==> src/rtl/switch_lights_filtered.sv <==
// switch_lights_filtered
//
// Reads N_SW slide switches, synchronises and (optionally) debounces each
// one, and drives a registered light code: either the number of switches
// that are on (mode 0) or the 1-based index of the highest switch that is
// on (mode 1). A one-cycle `changed` strobe follows every update of
// `lights`.
//
// Build option: define SWITCH_DEBOUNCE_EN to include the per-switch
// debounce filters. Without it the synchronised levels feed the code
// logic directly, `stable` is tied high and DB_CYCLES has no effect.
//
// Parameters:
//   N_SW       number of switches, 1..16
//   DB_CYCLES  consecutive stable cycles needed to accept an edge, >= 2
//   CNT_W      derived width of `lights`, clog2(N_SW+1)
//
// Ports:
//   clk       in   system clock, rising edge
//   rst_n     in   asynchronous active-low reset
//   switches  in   raw asynchronous switch levels [N_SW]
//   mode      in   0 = popcount, 1 = priority index
//   lights    out  registered light code [CNT_W]
//   changed   out  high for one cycle after `lights` takes a new value
//   stable    out  high when no switch has a pending, unaccepted transition
//
// There is no handshake on this block: inputs are levels sampled every
// cycle and outputs are registered levels plus the `changed` strobe.
module switch_lights_filtered #(
  parameter int N_SW      = 4,
  parameter int DB_CYCLES = 16,
  localparam int CNT_W    = $clog2(N_SW + 1)
) (
  input  logic             clk,
  input  logic             rst_n,
  input  logic [N_SW-1:0]  switches,
  input  logic             mode,
  output logic [CNT_W-1:0] lights,
  output logic             changed,
  output logic             stable
);

  // Elaboration-time guard on the parameter ranges.
  if (N_SW < 1 || N_SW > 16) begin : g_bad_n_sw
    $error("switch_lights_filtered: N_SW must be in 1..16");
  end
  if (DB_CYCLES < 2) begin : g_bad_db_cycles
    $error("switch_lights_filtered: DB_CYCLES must be at least 2");
  end

  // Two-flop synchroniser for the asynchronous switch pins.
  logic [N_SW-1:0] s1;
  logic [N_SW-1:0] s2;

  always_ff @(posedge clk or negedge rst_n) begin
    if (!rst_n) begin
      s1 <= '0;
      s2 <= '0;
    end else begin
      s1 <= switches;
      s2 <= s1;
    end
  end

  // Filtered switch vector that drives the light code.
  logic [N_SW-1:0] f;

`ifdef SWITCH_DEBOUNCE_EN
  localparam int DBW = $clog2(DB_CYCLES);
  localparam logic [DBW-1:0] CNT_MAX = DBW'(DB_CYCLES - 1);

  logic [N_SW-1:0] cnt_zero;

  for (genvar i = 0; i < N_SW; i++) begin : g_db
    logic           f_bit;
    logic [DBW-1:0] cnt;

    // The counter runs only while s2 disagrees with the filtered bit; any
    // return to agreement clears it, so a glitch shorter than DB_CYCLES
    // cycles never reaches f and the next transition starts from zero.
    always_ff @(posedge clk or negedge rst_n) begin
      if (!rst_n) begin
        f_bit <= 1'b0;
        cnt   <= '0;
      end else if (s2[i] == f_bit) begin
        cnt <= '0;
      end else if (cnt == CNT_MAX) begin
        f_bit <= s2[i];
        cnt   <= '0;
      end else begin
        cnt <= cnt + 1'b1;
      end
    end

    assign f[i]        = f_bit;
    assign cnt_zero[i] = (cnt == '0);
  end

  // Registered so it lines up with `lights`: both reflect the filter state
  // as it stood before the same clock edge.
  logic stable_next;
  assign stable_next = (&cnt_zero) && (s2 == f);

  always_ff @(posedge clk or negedge rst_n) begin
    if (!rst_n) begin
      stable <= 1'b1;
    end else begin
      stable <= stable_next;
    end
  end
`else
  assign f      = s2;
  assign stable = 1'b1;
`endif

  // Light code. The priority result is the last (highest) set index seen,
  // so the loop naturally keeps the top bit. Both results are at most
  // N_SW, which always fits in CNT_W bits.
  logic [CNT_W-1:0] pop_code;
  logic [CNT_W-1:0] pri_code;
  logic [CNT_W-1:0] lights_next;

  always_comb begin
    pop_code = '0;
    pri_code = '0;
    for (int i = 0; i < N_SW; i++) begin
      pop_code = pop_code + CNT_W'(f[i]);
      if (f[i]) begin
        pri_code = CNT_W'(i + 1);
      end
    end
    lights_next = mode ? pri_code : pop_code;
  end

  // `changed` compares against the current register, so a mode flip that
  // leaves the code unchanged produces no strobe, and several switches
  // accepted on one edge produce a single strobe.
  always_ff @(posedge clk or negedge rst_n) begin
    if (!rst_n) begin
      lights  <= '0;
      changed <= 1'b0;
    end else begin
      lights  <= lights_next;
      changed <= (lights_next != lights);
    end
  end

endmodule

==> config.mk <==
export PLATFORM = sky130hd
export DESIGN_NAME = switch_lights_filtered
export DESIGN_NICKNAME = d
export VERILOG_FILES = /design/src/rtl/switch_lights_filtered.sv
export SDC_FILE = /design/constraint.sdc
export NUM_CORES = 1
export LEC_CHECK = 0
export ABC_AREA = 1
export CORE_AREA = 2 2 39 41
export DETAILED_ROUTE_END_ITERATION = 12
export DIE_AREA = 0 0 41 43
export HOLD_SLACK_MARGIN = 0.03
export REMOVE_ABC_BUFFERS = 1
export SETUP_SLACK_MARGIN = 0.2
export SYNTH_ARGS = -nofsm -noshare
export SYNTH_HDL_FRONTEND = slang
export SYNTH_SLANG_ARGS = --single-unit
==> constraint.sdc <==
create_clock -name clk -period 2.62 [get_ports clk]
set_clock_uncertainty 0.1 [all_clocks]
set_input_delay 0.393 -clock clk [delete_from_list [all_inputs] [get_ports clk]]
set_output_delay 0.393 -clock clk [all_outputs]
set_load 0.05 [all_outputs]
==> key figures <==
Floorplan
  • Die H: 43 um
  • Die ar.: 1763 sq um
  • Site Rows: 14
  • Io pins: 12
  • Die width: 41 um
  • Core box area: 1384 sq um
  • Initial Utilization: 36.53%

Timing
  • Worst Tran Pin Value: 518.8 ps
  • # setup viols final: 0
  • Slew Limit Fails: 0
  • Rel. slew slack: 65.31%
  • Fin crit period: 1947 ps
  • Fmax: 513.5 MHz
  • RSZ-0062 raised after global routing: false
  • Final Hold Fails: 0
  • Final setup TNS: 0 ps
  • Ratio of final minimum period to clock period: 74.33%

Synthesis
  • Adder-Cell Fraction of Synth Area: 11.39%
  • Post-synthesis cell area: 505.5 sq um
  • Post-synthesis compound-gate area fraction: 3.465%
  • Top-area cell type share of the netlist area: 59.41%
  • Main combinational cell family by area after synthesis: simple AND/OR/NAND/NOR gates
  • Post-synth top cells: nand2_1 (13), dfrtp_1 (12), inv_1 (10)
  • Mux contribution to synthesized area: 0%
  • Unique masters post-synth: 16
  • Asr flop ratio synth: 100.0%
  • EDFF count, synth: 0
  • Cell taking the most area after synthesis: dfrtp_1
  • Main synth FF type: dfrtp_1
  • Warnings, synthesis: 0
  • Yosys reg bits: 12
  • Count leader, synth: nand2_1
  • Avg Cell Area, Syn: 10.11 sq um
  • Simple-Gate Fraction of Synth Area: 15.35%
  • Post-Synth XOR/XNOR Area: 0%
  • Sequential-to-total area share from yosys stat: 59.41%
  • Top cells by area, synth: dfrtp_1 (59%), nand2_1 (9.7%), ha_1 (7.4%)
  • Gate Count Post-Synth: 50

Worst setup path
  • Setup crit end kind: flip-flop
  • Largest stage delay on the critical path: 530 ps
  • CP required: 2680 ps
  • Crit-path cells: inv_1, fa_1, inv_1, ha_1, ha_1, o211ai_1, nand2_1, nor2_1, nand2_1
  • Critical path arrival: 2010 ps
  • Worst r2r path cells: 9
  • Reg-to-Reg End: changed
  • Max Fanout on Critical Path: 2
  • R2r startpoint: f[0]
  • Crit Path Class: flip-flop to flip-flop
  • Critical Path Slowest Stage Cell: fa_1
  • FF-to-FF setup slack: 670 ps
  • CP Launch Type: flip-flop

Drt
  • DRC Markers: 0
  • Met1 WL: 283 um
  • First-pass detailed-route iteration total: 1
  • Vias: 336
  • Met3 wire length: 52 um
  • WL met2: 353 um
  • Final ANT Viol Nets: 0
  • Top Metal Used: met3
  • WL final: 688 um
  • Initial detailed-routing violation count: 0
  • WL/cell: 8.709 um
  • Via/cell ratio: 4.253

Hold path
  • Min-delay src: s1[2]
  • Hold worst-path end: f[2]
  • WHS Path Cells: 0
  • Hold crit path type: flip-flop to flip-flop

Placement
  • Hpwl dp: 516.7 um
  • I/O Buffers: 10
  • GPL Wtd Cong: 0.6669

Cells and area
  • Fin nets: 75
  • Layout cells sized above 1: 11.11%
  • # diodes: 0
  • Synthesis-to-layout area growth: 29.46%

Power
  • Cell Pwr Density: 683.4 nW/um^2
  • Worst IR drop on VDD: 0.2338 mV
  • Tot Pwr: 447.2 uW
  • P_leak: 0.0003404 uW

Global route
  • GRT Residual Overflow: 0
  • Overall routing resource usage: 10.78%
  • Vias in the first global route: 307
  • First-pass GRT wire length: 1159 um
  • Largest net degree at the start of global routing: 13
  • Antenna violations before repair: 0

CTS
  • CTS Buf Count: 3
  • H-Tree Depth: 1
  • CTS resizes: 0
  • Skew-Pair Late Insertion Delay: 270 ps
  • Reg clk slew, reported paths: 70 ps
  • TritonCTS clock tree: built
  • Postcts setup bufs: 0
  • Clock buffer depth: 2
  • CTS Hold Bufs: 0
  • Clock sinks: 12
  • CTS Root Cell: clkbuf_4

Status
  • Outcome: finished clean

Flow run
  • Max-cap violations: 0
## cells in the final DEF, fill, tap and decap left out
master and n:
o211ai_1 1, conb_1 1, ha_1 3, nand3_1 1, inv_1 10, o21ai_0 1, clkbuf_8 1, fa_1 1
clkdlybuf4s50_1 10, nand2_2 1, nor2_1 1, inv_2 1, dfrtp_1 12, clkbuf_4 3, nand2_1 13, nor2_2 1
nand3b_1 1, o21ai_1 1
## layer usage
layer	vias to the layer above	global-route usage, %
li1	171	-
met1	155	10.73
met2	10	16.56
met3	0	3.141
met4	0	10.00
met5	-	0
## per-stage QoR
stage                     std cells  instance area, sq um  setup WS (ps)  hold slack, ps  util [%]
after floorplan                  49                 498.0          768.0          -2.591         -
after global placement           75                 618.1          703.3           232.0     44.67
after detailed placement         75                 618.1          669.3           235.8     44.67
after CTS                        79                 654.4          631.6           252.8     47.29
after global routing             79                 654.4          491.1           266.2     47.29
final                            79                 654.4          672.6           250.9     47.29
## logic make-up after synthesis
group                      count (synthesis)
and+or+nand+nor                           18
AOI/OAI and AO/OA                          3
other                                      1
DFF                                       12
buffers and inverters                     12
adders and majority gates                  4
## worst max-delay path by stage
| stage | from | endpoint | slack, ps | depth (start not counted) |
|---|---|---|---|---|
| after floorplan | f[0] | changed | 770 | 10 |
| after global placement | f[0] | changed | 700 | 10 |
| after detailed placement | f[0] | changed | 670 | 9 |
| after CTS | f[0] | changed | 630 | 9 |
| after global routing | f[0] | changed | 490 | 10 |
| final | f[0] | changed | 670 | 9 |
## area by class of cell
| type | count | area, sq um |
|---|---|---|
| Fill cell | 132 | 729.5 |
| Inverter | 11 | 41.29 |
| Multi-Input combinational cell | 26 | 156.4 |
| Timing Repair Buffer | 10 | 100.1 |
| Sequential cell | 12 | 300.3 |
| Tap cell | 16 | 20.02 |
| Clock buffer | 4 | 36.28 |
## flip-flops by register name (all words and copies together), names as in the netlist
signal / flops
f: 4
changed: 1
lights: 3
s1: 4
## critical path, delay by kind of cell, from the launching register on
family | cells | cell delay [ps]
buf+inv | 2 | 110
simple gates | 3 | 230
flops | 1 | 360
fa+ha+maj | 3 | 880
compound gates | 1 | 150
## report_power, final
group	switching, uW	internal (uW)
clock network	58.7	84.4
registers	7.26	199
logic	60.9	36.5
Note: power is estimated with default switching activity, not from simulation.
